**src/rtl/pe_mac_lanes.sv**
```systemverilog
// pe_mac_lanes: weight-stationary multi-lane MAC processing element.
// Optional output saturation is enabled by defining PE_OUT_SATURATE_EN.
module pe_mac_lanes #(
    parameter int DATA_WIDTH   = 8,
    parameter int WEIGHT_WIDTH = 8,
    parameter int LANES        = 4,
    parameter int MAX_LEN      = 16,
    parameter int OUT_WIDTH    = 16
) (
    input  logic                          clk,
    input  logic                          rstn,
    input  logic [$clog2(MAX_LEN):0]      cfg_len,
    input  logic                          w_load,
    input  logic [LANES*WEIGHT_WIDTH-1:0] w_data,
    input  logic                          in_valid,
    output logic                          in_ready,
    input  logic [LANES*DATA_WIDTH-1:0]   in_data,
    output logic [LANES*DATA_WIDTH-1:0]   pix_out,
    output logic                          pix_valid,
    output logic [OUT_WIDTH-1:0]          acc_out,
    output logic                          out_valid,
    input  logic                          out_ready,
    output logic                          sat,
    output logic                          busy
);

    localparam int ACC_WIDTH = DATA_WIDTH + WEIGHT_WIDTH
                             + $clog2(LANES) + $clog2(MAX_LEN) + 1;
    localparam int LEN_W     = $clog2(MAX_LEN) + 1;
    localparam int PW        = DATA_WIDTH + WEIGHT_WIDTH;

    typedef enum logic [1:0] {
        IDLE,
        ACCUM,
        DRAIN,
        HOLD
    } state_t;

    state_t                        state;
    logic [LANES*WEIGHT_WIDTH-1:0] w_q;
    logic [LEN_W-1:0]              len_q;
    logic [LEN_W-1:0]              cnt_q;
    logic [LEN_W-1:0]              eff_len;
    logic                          drain_q;
    logic                          rdy_q;
    logic                          ov_q;
    logic                          accept;
    logic                          handshake;
    logic                          pv_q;
    (* use_dsp = "yes" *)
    logic [ACC_WIDTH-1:0]          prod_q;
    logic [ACC_WIDTH-1:0]          acc_q;
    logic [ACC_WIDTH-1:0]          lane_sum;
    logic [PW-1:0]                 lane_p [LANES];

    assign accept    = in_valid & rdy_q;
    assign handshake = ov_q & out_ready;
    assign in_ready  = rdy_q;
    assign out_valid = ov_q;
    assign busy      = (state != IDLE);

    // Clamp the requested run length into 1..MAX_LEN
    always_comb begin
        eff_len = cfg_len;
        if (cfg_len == '0)
            eff_len = LEN_W'(1);
        else if (cfg_len > LEN_W'(MAX_LEN))
            eff_len = LEN_W'(MAX_LEN);
    end

    // Run control: beat counting, drain delay and result handshake
    always_ff @(posedge clk or negedge rstn) begin
        if (!rstn) begin
            state   <= IDLE;
            len_q   <= '0;
            cnt_q   <= '0;
            drain_q <= 1'b0;
            rdy_q   <= 1'b0;
            ov_q    <= 1'b0;
        end else begin
            unique case (state)
                IDLE: begin
                    rdy_q <= 1'b1;
                    if (accept) begin
                        len_q   <= eff_len;
                        cnt_q   <= LEN_W'(1);
                        drain_q <= 1'b0;
                        if (eff_len == LEN_W'(1)) begin
                            state <= DRAIN;
                            rdy_q <= 1'b0;
                        end else begin
                            state <= ACCUM;
                        end
                    end
                end
                ACCUM: begin
                    if (accept) begin
                        if (cnt_q + LEN_W'(1) == len_q) begin
                            state   <= DRAIN;
                            rdy_q   <= 1'b0;
                            drain_q <= 1'b0;
                        end else begin
                            cnt_q <= cnt_q + LEN_W'(1);
                        end
                    end
                end
                DRAIN: begin
                    if (drain_q) begin
                        state   <= HOLD;
                        ov_q    <= 1'b1;
                        drain_q <= 1'b0;
                    end else begin
                        drain_q <= 1'b1;
                    end
                end
                HOLD: begin
                    if (out_ready) begin
                        state <= IDLE;
                        ov_q  <= 1'b0;
                        rdy_q <= 1'b1;
                    end
                end
                default: state <= IDLE;
            endcase
        end
    end

    // Weights only change while no run is in flight
    always_ff @(posedge clk or negedge rstn) begin
        if (!rstn)
            w_q <= '0;
        else if (w_load && state == IDLE)
            w_q <= w_data;
    end

    // Pixel forward register, also the first pipeline stage
    always_ff @(posedge clk or negedge rstn) begin
        if (!rstn) begin
            pix_out   <= '0;
            pix_valid <= 1'b0;
        end else begin
            pix_out   <= accept ? in_data : '0;
            pix_valid <= accept;
        end
    end

    for (genvar g = 0; g < LANES; g++) begin : g_lane
        assign lane_p[g] =
            PW'(pix_out[g*DATA_WIDTH +: DATA_WIDTH]) *
            PW'(w_q[g*WEIGHT_WIDTH +: WEIGHT_WIDTH]);
    end

    // Adder tree over all lane products
    always_comb begin
        lane_sum = '0;
        for (int i = 0; i < LANES; i++)
            lane_sum = lane_sum + ACC_WIDTH'(lane_p[i]);
    end

    // Product stage register
    always_ff @(posedge clk or negedge rstn) begin
        if (!rstn) begin
            prod_q <= '0;
            pv_q   <= 1'b0;
        end else begin
            prod_q <= pix_valid ? lane_sum : '0;
            pv_q   <= pix_valid;
        end
    end

    // Accumulator, cleared when the result is taken
    always_ff @(posedge clk or negedge rstn) begin
        if (!rstn)
            acc_q <= '0;
        else if (handshake)
            acc_q <= '0;
        else if (pv_q)
            acc_q <= acc_q + prod_q;
    end

`ifdef PE_OUT_SATURATE_EN
    localparam logic [ACC_WIDTH-1:0] OUT_MAX =
        ACC_WIDTH'({OUT_WIDTH{1'b1}});
    logic big;

    // Clip to the output range and flag it
    always_comb begin
        big     = (acc_q > OUT_MAX);
        acc_out = '0;
        sat     = 1'b0;
        if (ov_q) begin
            acc_out = big ? {OUT_WIDTH{1'b1}} : acc_q[OUT_WIDTH-1:0];
            sat     = big;
        end
    end
`else
    if (ACC_WIDTH > OUT_WIDTH) begin : g_hi
        logic acc_hi_unused;
        assign acc_hi_unused = ^acc_q[ACC_WIDTH-1:OUT_WIDTH];
    end

    // Wrap to the output width
    always_comb begin
        acc_out = ov_q ? acc_q[OUT_WIDTH-1:0] : '0;
        sat     = 1'b0;
    end
`endif

endmodule

```
**config.mk**
```make
export PLATFORM = sky130hd
export DESIGN_NAME = pe_mac_lanes
export DESIGN_NICKNAME = d
export VERILOG_FILES = /design/src/rtl/pe_mac_lanes.sv
export SDC_FILE = /design/constraint.sdc
export NUM_CORES = 1
export LEC_CHECK = 0
export BUFFER_PORTS_ARGS = -buffer_cell sky130_fd_sc_hd__buf_2
export CAP_MARGIN = 5
export CORE_MARGIN = 4
export CORE_UTILIZATION = 35
export DETAILED_ROUTE_END_ITERATION = 7
export GPL_TIMING_DRIVEN = 0
export PLACE_DENSITY_LB_ADDON = 0.3
export SYNTH_ARGS = -nofsm -noshare
export SYNTH_HDL_FRONTEND = slang
export SYNTH_SLANG_ARGS = --single-unit
```
**constraint.sdc**
```tcl
create_clock -name clk -period 10.85 [get_ports clk]
set_input_delay 1.6275 -clock clk [delete_from_list [all_inputs] [get_ports clk]]
set_output_delay 1.6275 -clock clk [all_outputs]
set_load 0.1 [all_outputs]
```
==> impl_metrics.yaml <==
critical_path:
  crit_type: "register to register"
  endpoint: "prod_q[15]$_DFF_PN0_"
  crit_buf_inv: 4
  worstSetupStartpointType: "register"
  slowest_stage: "fa_1"
  regToRegSetupSlack_ps: 3930
  crit_family: "adder cells"
  crit_path_start: "w_q[26]$_DFFE_PN0P_"
  crit_top_cell: "fa_1"
  rr_endpoint: "prod_q[15]$_DFF_PN0_"
  max_stage_delay_ps: 560
  cp_num_cells: 20
  r2r_cells: 20
  worstSetupEndpointType: "register"
  arrival_ps: 7240
  worstPathRequired_ps: 11170
  crit_chain: "clkbuf_1 -> nand2_1 -> fa_1 -> fa_1 -> fa_1 -> inv_1 -> fa_1 -> fa_1 -> fa_1 -> fa_1 -> inv_1 -> fa_1 -> inv_1 -> ha_1 -> a21oi_2 -> o211ai_2 -> o41a_1 -> a311oi_2 -> xnor2_1 -> and2_1"
  cp_max_fo: 9
  r2r_start: "w_q[26]$_DFFE_PN0P_"
route:
  wire_per_inst_um: 16.11
  dr.pass1.iters: 4
  routed_via_density: 4.603
  num_vias: 9621
  drcViolationCount: 0
  drt-initial-drc-count: 298
  antenna_left: 0
  drt-total-wl_um: 33670
pwr:
  ir_worst_vdd_mv: 0.09550
  powerDensity_mw_per_mm2: 66.62
  p_leak_nw: 8.608
placed_design:
  place.detailed.hpwl_um: 28340
  place.gp.congestion: 0.8609
  place.port_buffers: 125
layout:
  nets: 1989
  drive_gt1_share_pct: 12.92
  fillers: 3826
  syn_to_final_growth_pct: 13.80
  final_common_cell: "inv_1"
  final_util_pct: 40.69
  final_cell_mix: "inv_1, fa_1, and2_1, ha_1, nand2_1"
yosys:
  synth_top_area_share_pct: 31.43
  ys_seq_area_share_pct: 20.27
  synth_mux_area_share_pct: 3.400
  synth_top_family_by_area: "adder cells"
  async_reset_ff_share_pct: 100.0
  ys_warn_count: 0
  syn_nets: 1844
  ys_ff_latch: 113
  avgSynthCellArea_um2: 9.871
  synth_top_flop_cell: "dfrtp_1"
  synthXorXnorAreaFrac_pct: 2.350
  syn_inst: 1413
  synth_cell_type_count: 56
  synth_fa_ha_area_share_pct: 43.81
  synth_compound_area_share_pct: 4.216
  synth_area_leaders: "fa_1, dfrtp_1, ha_1, inv_1, and2_1"
  synth_edf_count: 0
  syn_area_mm2: 0.01395
  synth_top_cell_by_area: "fa_1"
  synthSimpleGateAreaFrac_pct: 16.65
clock_network:
  clk_latency_ps: 430
  ctsResizeCount: 0
  cts.htree.levels: 4
  cts_max_path_buffers: 2
  cts_tree: "done"
  numCtsBuffers: 17
  path_clk_slew_ps: 60
  cts.sinks: 113
  ctsHoldBuffers: 0
  root_buffer: "clkbuf_16"
  cts_setup_buffers: 0
sta:
  finalCritPeriodShare_pct: 63.81
  maxSlewViolCount: 0
  worst_pin_slew_ps: 800.3
  period_minus_slack_ps: 6923
  finalHoldViolCount: 0
  slew-limit-headroom_pct: 46.65
  fmax_mhz: 144.4
  fin_skew_ps: 15.62
  setup_viol: 0
  rsz0062_at_grt: "false"
  setup_tns_ps: 0
global_route:
  grt_max_degree: 93
  grt_pass1_vias: 10430
  gr-usage-all-layers_pct: 16.35
  grt_pass1_wl_um: 56900
  grt_overflow_total: 0
  antenna_found_initial: 0
die:
  design.core.area_mm2: 0.03901
  die_h_um: 207.6
  dieWidth_um: 207.6
  floorplan.rows: 72
  start_util_pct: 35.76
  die_area_mm2: 0.04311
  ios: 127
hold_path:
  min_path_type: "register to register"
flow_run:
  drv_cap: 0
run_status:
  run_status: "complete, no violations"
-- area by class of cell --
class	instances	area [um^2]	area share, %
Clock inverter	14	175.2	1.104
Clock buffer	18	439.2	2.767
Sequential cell	113	2828	17.82
Tap cell	518	648.1	4.084
Timing Repair Buffer	126	659.4	4.155
Multi-Input combinational cell	957	9827	61.92
Buffer	25	98.84	0.6228
Inverter	318	1194	7.521
Antenna cell	1	2.502	0.01577
-- where the power goes --
group          switching (W)  internal [W]
clock               0.000238      0.000370
combinational      0.0000169     0.0000114
sequential                 0      0.000421
-- tightest hold or removal path: cells and delay by family, from the launching register on --
family             cells  cell delay, ps
and+or+nand+nor        1              60
DFF                    1             360
AOI/OAI and AO/OA      1              60
-- sequential cells by signal (all words and copies together), names as in the netlist --
name,count
pix_out,32
w_q,32
acc_q,16
prod_q,16
cnt_q,5
len_q,5
state,2
drain_q,1
in_ready,1
out_valid,1
pix_valid,1
pv_q,1
-- kinds of logic (layout without fill, tap and decap cells) --
kind of cell	after synthesis	in the layout
compound gates	87	87
mux	43	43
fa+ha+maj	357	357
other cells	1	2
buf+inv	343	501
simple gates	435	435
xor+xnor	34	34
flops	113	113
-- stage by stage --
step | setup slack [ps] | cells | instance area (um^2) | total power, W | hold WS [ps]
global placement | 3965 | 2056 | 15220 | 0.0004569 | 488.2
global route | 3614 | 2089 | 15870 | 0.001092 | 546.1
detailed placement | 3911 | 2057 | 15250 | 0.0004587 | 501.1
floorplan | 3837 | 1413 | 13950 | 0.0004328 | 468.9
CTS | 3888 | 2089 | 15870 | 0.001076 | 515.1
finish | 3927 | 2090 | 15870 | 0.001057 | 511.3
-- Yosys cell counts, drive strengths merged (20+ instances only) --
cell type,instances
and3,40
clkbuf,20
and2,189
ha,138
inv,318
mux2,35
o21ai,25
fa,219
nor2,30
nand2,125
xnor2,27
dfrtp,113
-- layer usage --
layer  GRT usage [%]  part of all wire, %
met5               0                    0
met2           25.98                   47
met3           2.191                  2.7
met4           3.465                  1.3
met1           24.08                   50
-- worst min-delay path by stage --
stage | to | start | cells past startpoint | slack (ps)
floorplan | len_q[1]$_DFFE_PN0P_ | len_q[1]$_DFFE_PN0P_ | 2 | 470
detailed placement | len_q[2]$_DFFE_PN0P_ | len_q[2]$_DFFE_PN0P_ | 2 | 500
finish | len_q[0]$_DFFE_PN0P_ | len_q[0]$_DFFE_PN0P_ | 2 | 510
global placement | len_q[2]$_DFFE_PN0P_ | len_q[2]$_DFFE_PN0P_ | 2 | 490
CTS | len_q[2]$_DFFE_PN0P_ | len_q[2]$_DFFE_PN0P_ | 2 | 520
global route | len_q[2]$_DFFE_PN0P_ | len_q[2]$_DFFE_PN0P_ | 2 | 550
Note: power is estimated with default switching activity, not from simulation.
